`src/rtl/adc_sampler.sv`:
```
// adc_sampler: periodically triggers a 16-clock SPI read of a 12-bit ADC
// (4 leading zeros, then D11..D0, MSB first) and averages 2^AVG_LOG2
// conversions into each data1 word. new_Data strobes for one cycle per word.
module adc_sampler #(
    parameter int unsigned CLK_DIV       = 4,
    parameter int unsigned SAMPLE_PERIOD = 1000,
    parameter int unsigned AVG_LOG2      = 2
) (
    input  logic        clk,
    input  logic        rst,
    input  logic        enable,
    input  logic        adc_miso,
    output logic        adc_sclk,
    output logic        adc_cs_n,
    output logic [11:0] data1,
    output logic        new_Data,
    output logic        busy,
    output logic        sample_missed,
    output logic        frame_err
);

    localparam int unsigned PW = (SAMPLE_PERIOD > 2) ? $clog2(SAMPLE_PERIOD) : 1;
    localparam int unsigned DW = (CLK_DIV > 2) ? $clog2(CLK_DIV) : 1;
    localparam int unsigned AW = 12 + AVG_LOG2;
    localparam int unsigned CW = AVG_LOG2 + 1;

    localparam logic [2:0] IDLE     = 3'd0;
    localparam logic [2:0] CS_SETUP = 3'd1;
    localparam logic [2:0] SHIFT    = 3'd2;
    localparam logic [2:0] CS_HOLD  = 3'd3;
    localparam logic [2:0] ACCUM    = 3'd4;

    localparam logic [PW-1:0] PER_LAST = PW'(SAMPLE_PERIOD - 1);
    localparam logic [DW-1:0] DIV_LAST = DW'(CLK_DIV - 1);
    localparam logic [CW-1:0] CNT_FULL = CW'(2 ** AVG_LOG2);

    logic [2:0]    state;
    logic [PW-1:0] per_cnt;
    logic [DW-1:0] div_cnt;
    logic [4:0]    half_cnt;
    logic [15:0]   shreg;
    logic [AW-1:0] acc;
    logic [CW-1:0] cnt;

    logic          trigger;
    logic          div_done;
    logic [AW-1:0] sum;
    logic [AW-1:0] avg;
    logic [CW-1:0] cnt_inc;

    assign trigger  = enable && (per_cnt == PER_LAST);
    assign div_done = (div_cnt == DIV_LAST);
    assign sum      = acc + AW'(shreg[11:0]);
    assign avg      = sum >> AVG_LOG2;
    assign cnt_inc  = cnt + 1'b1;

    // Pin and status decode straight from state so reset acts in the same cycle
    always_comb begin
        busy     = (state != IDLE);
        adc_cs_n = !((state == CS_SETUP) || (state == SHIFT) || (state == CS_HOLD));
        adc_sclk = (state == SHIFT) ? half_cnt[0] : 1'b1;
    end

    // Free-running period counter; held at zero while sampling is disabled
    always_ff @(posedge clk or posedge rst) begin
        if (rst) begin
            per_cnt <= '0;
        end else if (!enable || trigger) begin
            per_cnt <= '0;
        end else begin
            per_cnt <= per_cnt + 1'b1;
        end
    end

    // Frame sequencer: CS setup, 32 SCLK half-periods, CS hold, one accumulate cycle
    always_ff @(posedge clk or posedge rst) begin
        if (rst) begin
            state    <= IDLE;
            div_cnt  <= '0;
            half_cnt <= '0;
            shreg    <= '0;
        end else begin
            case (state)
                IDLE: begin
                    div_cnt  <= '0;
                    half_cnt <= '0;
                    if (trigger) state <= CS_SETUP;
                end
                CS_SETUP: begin
                    if (div_done) begin
                        div_cnt <= '0;
                        state   <= SHIFT;
                    end else begin
                        div_cnt <= div_cnt + 1'b1;
                    end
                end
                SHIFT: begin
                    // Odd half-periods are SCLK high; capture in their first cycle
                    if (half_cnt[0] && (div_cnt == '0)) shreg <= {shreg[14:0], adc_miso};
                    if (div_done) begin
                        div_cnt <= '0;
                        if (half_cnt == 5'd31) begin
                            half_cnt <= '0;
                            state    <= CS_HOLD;
                        end else begin
                            half_cnt <= half_cnt + 1'b1;
                        end
                    end else begin
                        div_cnt <= div_cnt + 1'b1;
                    end
                end
                CS_HOLD: begin
                    if (div_done) begin
                        div_cnt <= '0;
                        state   <= ACCUM;
                    end else begin
                        div_cnt <= div_cnt + 1'b1;
                    end
                end
                ACCUM:   state <= IDLE;
                default: state <= IDLE;
            endcase
        end
    end

    // Averaging, output word, strobe and sticky error flags
    always_ff @(posedge clk or posedge rst) begin
        if (rst) begin
            acc           <= '0;
            cnt           <= '0;
            data1         <= '0;
            new_Data      <= 1'b0;
            sample_missed <= 1'b0;
            frame_err     <= 1'b0;
        end else begin
            new_Data <= 1'b0;
            if (trigger && (state != IDLE)) sample_missed <= 1'b1;
            if (state == ACCUM) begin
                if (shreg[15:12] != 4'd0) frame_err <= 1'b1;
                if (cnt_inc == CNT_FULL) begin
                    data1    <= avg[11:0];
                    new_Data <= 1'b1;
                    acc      <= '0;
                    cnt      <= '0;
                end else begin
                    acc <= sum;
                    cnt <= cnt_inc;
                end
            end else if ((state == IDLE) && !enable) begin
                // Disabled: drop any partial average
                acc <= '0;
                cnt <= '0;
            end
        end
    end

endmodule

```
`config.mk`:
```
export PLATFORM = sky130hd
export DESIGN_NAME = adc_sampler
export DESIGN_NICKNAME = d
export VERILOG_FILES = /design/src/rtl/adc_sampler.sv
export SDC_FILE = /design/constraint.sdc
export NUM_CORES = 1
export LEC_CHECK = 0
export ABC_AREA = 1
export CAP_MARGIN = 20
export CORE_UTILIZATION = 40
export CTS_CLUSTER_SIZE = 30
export DETAILED_ROUTE_END_ITERATION = 12
export GPL_ROUTABILITY_DRIVEN = 1
export GPL_TIMING_DRIVEN = 0
export PLACE_DENSITY = 0.58
export SLEW_MARGIN = 20
export SYNTH_ARGS = -nofsm -noshare
export SYNTH_HDL_FRONTEND = slang
export SYNTH_SLANG_ARGS = --single-unit
export TNS_END_PERCENT = 50
```
`constraint.sdc`:
```
create_clock -name clk -period 6.5 [get_ports clk]
set_input_delay 1.3 -clock clk [delete_from_list [all_inputs] [get_ports clk]]
set_output_delay 1.3 -clock clk [all_outputs]
set_load 0.1 [all_outputs]
```
==> out/metrics.cfg <==
[clocking]
htreeDepth=3
hold_buffers=0
cts_buffers=9
cts.sinks=68
cts-root-buf=clkbuf_8
cts_setup_buffers=0
clockBufferDepth=2
insertion_delay_ns=0.35
cts_tree=yes
path_clk_slew_ns=0.08
post_cts_resized=0

[sta]
fmax_mhz=279
max_slew.worst_pin.slew_ns=0.977
fin_setup_tns_ns=0
rsz0062_at_grt=no
maxSlewHeadroom=0.347
hold_ws_ns=0.478
setup_viol=0
slew_viol_final=0
fin_crit_sh=0.552
hold_viol_final=0
finalCriticalPeriod_ns=3.58
clock_skew_ns=0.00946

[setup_path]
cp_slowest_cell=clkdlybuf4s50_1
critPathCaptureType=output port
cp.arrival_ns=2.28
path_delay_family=buffers and inverters
start_kind=flip-flop
required_ns=5.20
worst_path_most_repeated_cell=nor2_2
path_max_fanout=5
crit_chain=nor2_2, inv_2, nor2_2, inv_1, clkdlybuf4s50_1
path_class=reg -> out
path_buf_inv=3
critPathMaxStageDelay_ns=0.97

[global_routing]
first_global_vias=2837
antenna_found_initial=0
grt_usage=0.167
grt_max_degree=36
grt_pass1_wl_um=12700
overflow=0

[die]
die_w_um=98.6
ios=22
start_util=0.420
die_y_um=98.6
dieArea_sq_mm=0.00972
coreArea_sq_mm=0.00889
num_rows=34

[run_status]
status=complete, no violations

[cells_and_area]
num_antenna_cells=0
multi_input_area_sq_mm=0.00174
area_delta_synth_final_pct=15.5
drive_above_1_share=0.130
final_nets=505
design_area_sq_mm=0.00431
regArea_sq_mm=0.00170
fillers=887

[synthesis]
yosysWarnings=0
netlist_area_sq_mm=0.00373
synth.avg_cell_area_sq_um=8.33
ys_seq_area_frac=0.456
synth_cell_types=36
yosysTopAreaCell=dfrtp_1
synth.top_cell.area_share=0.456
syn_nets=472
syn_inst=448
ys_seq_elements=68
synthTopCellsByArea=dfrtp_1, nand2_1, ha_1, inv_1, nand3_1

[pwr]
ir_drop_mv=0.130
p_per_area_mw_per_mm2=196
power_uw=843
leakage_nw=2.25

[placement]
hpwl_um=5360
place.gp.congestion=0.888
placed_area_sq_mm=0.00410
portBuffers=21

[worst_hold_path]
min_path_type=reg -> reg

[drt]
avgRoutedWirePerCell_um=12.2
drtIter0Drc=97
drt-pass1-iter-count=5
drt_wl_total_um=7220
vias=2871
vias_per_cell=4.83
drc=0
antenna_left=0

[run]
drv_cap=0

[cells by family after synthesis]
logic type      after synthesis  share of synthesized area
simple gates                231                      0.282
compound gates               53                     0.0972
xor+xnor                      8                     0.0188
buf+inv                      68                     0.0768
fa+ha+maj                    20                     0.0691
flops                        68                      0.456
[power by group]
group | internal, mW | leakage, nW | total, mW | switching [mW]
Combinational | 0.0152 | 1.31 | 0.0459 | 0.0307
Sequential | 0.426 | 0.833 | 0.430 | 0.00363
Clock | 0.191 | 0.103 | 0.367 | 0.176
[cell type report]
type	instances	area share
clock inverter	6	0.0168
clock buffer	10	0.0319
tap	108	0.0313
multi-input combinational	312	0.405
timing repair buffer	22	0.0534
inverter	63	0.0554
buffer	5	0.0116
sequential	68	0.395
[cell usage after synthesis (all sizes together)]
cell type,instances
nand4,4
nand2b,1
xor2,3
a22o,3
nor4,1
nand3b,4
o22ai,2
and3,1
a32o,1
dfrtp,68
nand3,34
or2,1
o21ai,25
nor3,6
nor2,41
fa,1
a21oi,18
inv,63
xnor2,5
o31ai,1
o21bai,2
buf,5
ha,19
nor3b,3
nand2,135
a31o,1
[flip-flops by register name (all words and copies together), names as in the netlist]
signal and count:
state 3, data1 12, sample_missed 1, acc 14, shreg 16, cnt 3, per_cnt 10, frame_err 1
half_cnt 5, new_Data 1, div_cnt 2
[routing by layer]
metal  part of all wire  track usage  up-vias
met4              0.013       0.0563        0
li1                   -            -     1503
met1               0.49        0.210     1320
met3              0.029       0.0397       11
met5                  0            0        -
met2               0.47        0.282       37
[cell usage in the layout (no fill, tap or decap), types with 2 or more instances in the layout]
cell             count
nor3_1               6
inv_2                4
nand3_1             33
nand2_1            134
o21ai_1              2
nor3b_1              3
o21bai_1             2
clkbuf_8            10
clkdlybuf4s50_1     21
nand4_1              4
buf_6                4
o21ai_2             10
a21oi_1             10
o21ai_0             13
o22ai_1              2
nor2_8               2
nor2_2              10
ha_1                19
a21oi_2              8
a22o_1               3
nor2_1              28
clkinv_4             3
xnor2_1              5
inv_1               58
nand3b_1             4
dfrtp_1             68
xor2_1               3
[worst reg2reg max path, cell delays in order (launching register included)]
cell	delay, ns
dfrtp_1	0.40
ha_1	0.25
fa_1	0.45
nand3_1	0.12
nand3_1	0.16
nand2_1	0.10
nand2_1	0.07
nor2_1	0.11
nand3b_1	0.15
nand2_1	0.06
[worst paths after layout]
kind / cells after the start / endpoint / startpoint / slack [ns]
worst max-delay path: 5 / busy / state[1] / 2.92
worst max register to register: 9 / acc[8] / shreg[0] / 4.54
min in group asynchronous: 2 / per_cnt[2] / rst / 1.31
max in group asynchronous: 3 / data1[11] / rst / 4.65
worst min-delay path: 2 / data1[6] / data1[6] / 0.48
worst min register to register: 2 / data1[6] / data1[6] / 0.48
[metrics by stage]
| stage | setup WS [ns] | instances | utilization |
|---|---|---|---|
| 2_1_floorplan | 3.49 | 448 | - |
| 3_3_place_gp | 2.23 | 577 | 0.459 |
| 3_5_place_dp | 3.28 | 578 | 0.461 |
| 4_1_cts | 2.87 | 594 | 0.485 |
| 5_1_grt | 2.78 | 594 | 0.485 |
| 6_report | 2.92 | 594 | 0.485 |
Note: power is estimated with default switching activity, not from simulation.
==> RTL change 1 (config.mk and constraints unchanged) <==
Put one more register stage on the output `frame_err`, without a reset. The value now appears one clock later. The other outputs are not delayed to match.
--- a/src/rtl/adc_sampler.sv
+++ b/src/rtl/adc_sampler.sv
@@ -34,4 +34,6 @@
     localparam logic [DW-1:0] DIV_LAST = DW'(CLK_DIV - 1);
     localparam logic [CW-1:0] CNT_FULL = CW'(2 ** AVG_LOG2);
+
+    logic frame_err_s0;
 
     logic [2:0]    state;
@@ -132,10 +134,10 @@
             new_Data      <= 1'b0;
             sample_missed <= 1'b0;
-            frame_err     <= 1'b0;
+            frame_err_s0  <= 1'b0;
         end else begin
             new_Data <= 1'b0;
             if (trigger && (state != IDLE)) sample_missed <= 1'b1;
             if (state == ACCUM) begin
-                if (shreg[15:12] != 4'd0) frame_err <= 1'b1;
+                if (shreg[15:12] != 4'd0) frame_err_s0 <= 1'b1;
                 if (cnt_inc == CNT_FULL) begin
                     data1    <= avg[11:0];
@@ -155,4 +157,8 @@
     end
 
+    always_ff @(posedge clk) begin
+        frame_err <= frame_err_s0;
+    end
+
 endmodule
 
Function: same outputs for any inputs over 10 cycles, from zero or initial values and one cycle with rst high; that may be too few to reach the edited logic, so the function may still have changed.
==> RTL change 1 against the unedited design <==
Area after synthesis rose by 0.54%; wire length increased by 1.0%; sequential power increased by 1%; cell area up 0.26%; fmax about the same; total power down 0.26%; largest cell class unchanged; worst setup slack improved by 0.0033 ns; largest power group unchanged; clock skew shrank 0.0014 ns; sequential cell count rose by 1.
==> RTL change 1: results (changes against the unedited design) <==
global_routing:
  grt_use_met2_pct: 28.4  # +0.18 points
  grt_max_degree: 44  # +22%
  use_met3_pct: 4.75  # +0.78 points
  grt.met1_usage_pct: 21.6  # +0.69 points
  grt_pass1_wl_mm: 13.0  # +1.7%
  antenna_found_initial: 0  # unchanged
  gr-usage-all-layers_pct: 17.0  # +0.35 points
  grt_pass1_vias: 2843  # +0.21%
placement:
  dp.cells: 579  # +0.17%
  hpwl_mm: 5.37  # +0.10%
  port_buffers: 21  # unchanged
  gp_congestion: 0.901  # +1.5%
detailed_routing:
  drt_wl_total_mm: 7.29  # +1.0%
  drtIter0Drc: 59  # -39%
  firstDrtPassIters: 4  # -1
  vias: 2855  # -0.56%
  drcViolationCount: 0  # unchanged
  viasPerCell: 4.80  # -0.72%
  ant_nets: 0  # unchanged
worst_setup_path:
  startpoint: "state[1]"
  critPathMaxFanout: 5  # unchanged
  r2r_start: "shreg[0]"
  worstRegToRegCells: 9  # unchanged
  regToRegSetupSlack_ns: 4.55  # about the same
  crit_path_end: "busy"
  crit_type: "register to primary output"
  cpLargestDelayFamily: "buffers and inverters"
  timing.rr.end: "acc[8]"
synthesis:
  async_reset_ff_share_pct: 98.6  # -1.4 points
  synth.distinct_cells: 37  # +2.8%
  synth.area.top_cells: "dfrtp_1 (45%), nand2_1 (13%), ha_1 (6.3%), inv_1 (5.9%), nand3_1 (4.4%)"
  synthFlopType: "dfrtp_1"
  ys_seq_area_share_pct: 45.9  # +0.29 points
  yosysWarningCount: 0  # unchanged
  yosys-top-cells-count: "nand2_1 (134), dfrtp_1 (68), inv_1 (59)"
  syn_nets: 473  # +0.21%
  synth_cells: 449  # +0.22%
timing:
  fin_skew_ns: 0.00805  # -0.00141 ns
  relSlewSlack_pct: 35.2  # +0.52 points
pwr:
  peakVddDrop_mv: 0.101  # -23%
  p_leak_nw: 2.25  # +0.20%
worst_hold_path:
  hold_start: "frame_err_s0"
  hp-class: "register to register"
clock_tree:
  post_cts_buffers: 0  # unchanged
  clk_pin_slew_ns: 0.08  # about the same
  clock_path_buffers: 2  # unchanged
  root_buffer: "clkbuf_8"
cells_and_area:
  fill_cells: 896  # +1.0%
  reg_top3: "shreg (16), acc (14), data1 (12)"
  nets: 506  # +0.20%
  drive_gt1_share_pct: 12.7  # -0.23 points
status:
  status: "complete, no violations"
==> RTL change 1: cell count changes after synthesis, sizes merged <==
cell   before  now
dfxtp       0    1
==> RTL change 1: report_power, final <==
group / switching, mW / leakage, nW / total (mW) / internal, mW
clock: 0.170 / 0.0995 / 0.359 / 0.189
sequential: 0.00359 / 0.841 / 0.436 / 0.433
combinational: 0.0310 / 1.31 / 0.0462 / 0.0152
total: 0.205 / 2.25 / 0.841 / 0.636
==> RTL change 1: kinds of logic (layout without fill, tap and decap cells) <==
kind of cell	after synthesis	count (layout)	share of synthesized area (%)
compound gates	53	53	9.67
flops	69	69	45.9
simple gates	231	231	28.1
fa+ha+maj	20	20	6.87
buf+inv	68	106	7.64
xor+xnor	8	8	1.87
==> RTL change 1: final cells by class <==
class | instances | area [µm²] | share of cell area, %
buffer | 5 | 50.0 | 1.16
clock buffer | 11 | 141 | 3.27
tap | 108 | 135 | 3.13
sequential | 69 | 1720 | 39.8
clock inverter | 5 | 60.1 | 1.39
multi-input combinational | 312 | 1740 | 40.4
inverter | 63 | 239 | 5.53
timing repair buffer | 22 | 230 | 5.33
==> RTL change 1: worst min-delay path by stage <==
stage          slack, ns   endpoint  cells after the start
6_report            0.38  frame_err                      0
5_1_grt             0.40  frame_err                      0
4_1_cts             0.39  frame_err                      0
3_5_place_dp        0.36  frame_err                      0
3_3_place_gp        0.37  frame_err                      0
2_1_floorplan       0.34  frame_err                      0
==> RTL change 1: routing by layer <==
layer | share of wire (%) | up-vias
li1 | - | 1500
met1 | 49 | 1304
met2 | 46 | 44
met3 | 3.6 | 7
met4 | 1.0 | 0
met5 | 0 | -
==> RTL change 1: stage by stage <==
stage               utilization (%)  area [µm²]  setup WS, ns
floorplan                         -        3750          3.49
global route                   48.6        4320          2.78
global placement               46.1        4100          2.22
finish                         48.6        4320          2.92
detailed placement             46.3        4120          3.31
CTS                            48.6        4320          2.90
==> RTL change 2 (same settings) <==
Without the edit above. `SAMPLE_PERIOD`: 1000 -> 2000.
--- a/src/rtl/adc_sampler.sv
+++ b/src/rtl/adc_sampler.sv
@@ -4,5 +4,5 @@
 module adc_sampler #(
     parameter int unsigned CLK_DIV       = 4,
-    parameter int unsigned SAMPLE_PERIOD = 1000,
+    parameter int unsigned SAMPLE_PERIOD = 2000,
     parameter int unsigned AVG_LOG2      = 2
 ) (
Check against the original RTL: no difference found for any inputs over 10 cycles, from zero or initial values and one cycle with rst high; that may be too few to reach the edited logic, so the function may still have changed.
==> RTL change 2 against the unedited design <==
The run now ends with design-rule violations left; area after synthesis is 1.0% lower; die area is 1.0% lower; sequential cell count is 1 higher; worst setup slack worse by 0.10 ns; sequential power is 1% higher; total power is 5.5% lower; combinational power is 4% higher; wire length is 4.9% higher; clock skew is 0.0043 ns higher; cell area is 1.6% lower; count of clock-buffer cells in the layout stayed put; critical path type unchanged; critical endpoint is now adc_cs_n; largest power group unchanged.
==> RTL change 2: results (changes against the unedited design) <==
placement:
  hpwl_mm: 5.63  # +4.9%
  pre_cts_slack_ns: 3.19  # -0.0919 ns
  dp.cells: 583  # +0.87%
  post_dp_cell_area_mm2: 0.00407  # -0.76%
  gp_congestion: 0.852  # -4.1%
pwr:
  pwr-share-comb_pct: 6.0  # +0.6 points
  sw_frac_of_total_pct: 25.1  # +0.16 points
  p_leak_nw: 2.25  # +0.16%
  pg_seq_mw: 0.436  # +1%
  peakVddDrop_mv: 0.0884  # -32%
  sequentialPowerShare_pct: 54.8  # +3.8 points
timing:
  fin_skew_ns: 0.0137  # +0.00426 ns
  hold_slack_ns: 0.461  # -0.0173 ns
  max_freq_mhz: 271  # -2.7%
  relSlewSlack_pct: 34.6  # -0.083 points
synthesis:
  synth_xor_area_share_pct: 2.13  # +0.26 points
  yosys-top-cells-count: "nand2_1 (133), dfrtp_1 (69), inv_1 (60)"
  avgSynthCellArea_um2: 8.15  # -2.1%
  synthAdderAreaFrac_pct: 6.98  # +0.073 points
  syn_nets: 477  # +1.1%
  synth_compound_gate_area_share_pct: 9.65  # -0.067 points
  synth.area.top_cells: "dfrtp_1 (47%), nand2_1 (14%), ha_1 (6.4%), inv_1 (6.1%), nand3_1 (4.6%)"
  ys_seq_area_share_pct: 46.7  # +1.2 points
global_routing:
  gr-usage-all-layers_pct: 17.7  # +0.99 points
  grt.met1_usage_pct: 21.7  # +0.77 points
  grt_max_degree: 54  # +50%
  grt_use_met2_pct: 30.6  # +2.4 points
  use_met3_pct: 4.29  # +0.32 points
  grt_pass1_wl_mm: 13.3  # +4.3%
  grt_pass1_vias: 2915  # +2.7%
status:
  status: "complete, but fails checks"
  violations: "design-rule violations"
cells_and_area:
  nets: 510  # +0.99%
  drive_gt1_share_pct: 8.98  # -4.0 points
  fill_cells: 892  # +0.56%
  instances_no_fill: 598  # +0.67%
worst_setup_path:
  regToRegSetupSlack_ns: 4.46  # -0.08 ns
  arrival_ns: 2.38  # +0.10 ns
  crit_path_end: "adc_cs_n"
  worstRegToRegCells: 8  # -1
detailed_routing:
  drcViolationCount: 1  # +1
  viasPerCell: 4.89  # +1.1%
  drtIter0Drc: 122  # +26%
  drt_wl_total_mm: 7.58  # +4.9%
  firstDrtPassIters: 8  # +3
  route.met3.wl_um: 271  # +30%
  m1WireLength_mm: 3.46  # -2.6%
  wl_met2_mm: 3.75  # +11%
worst_hold_path:
  hp-class: "register to register"
  hold_depth: 1  # -1
  hold_start: "per_cnt[0]"
  worstHoldEndpoint: "per_cnt[0]"
clock_tree:
  cts_resized: 0  # unchanged
RTL change 2: changes by cell type after synthesis, moves of 3 or more:
| cell | unedited run | this run |
|---|---|---|
| o21ai_2 | 10 | 2 |
| a21oi_2 | 8 | 0 |
| nor2_2 | 10 | 0 |
| a22o_1 | 3 | 0 |
| nor2_1 | 28 | 35 |
| a22o_2 | 0 | 3 |
| nand3b_1 | 4 | 1 |
| nor3b_1 | 3 | 0 |
| o21ai_1 | 2 | 10 |
| a21oi_1 | 10 | 24 |
RTL change 2: cell type report:
| type | count | area (µm²) | area share [%] |
|---|---|---|---|
| timing repair buffer | 22 | 238 | 5.60 |
| clock inverter | 5 | 36.3 | 0.855 |
| multi-input combinational | 312 | 1680 | 39.5 |
| inverter | 67 | 256 | 6.05 |
| clock buffer | 10 | 138 | 3.24 |
| buffer | 5 | 37.5 | 0.885 |
| sequential | 69 | 1730 | 40.7 |
| tap | 108 | 135 | 3.18 |
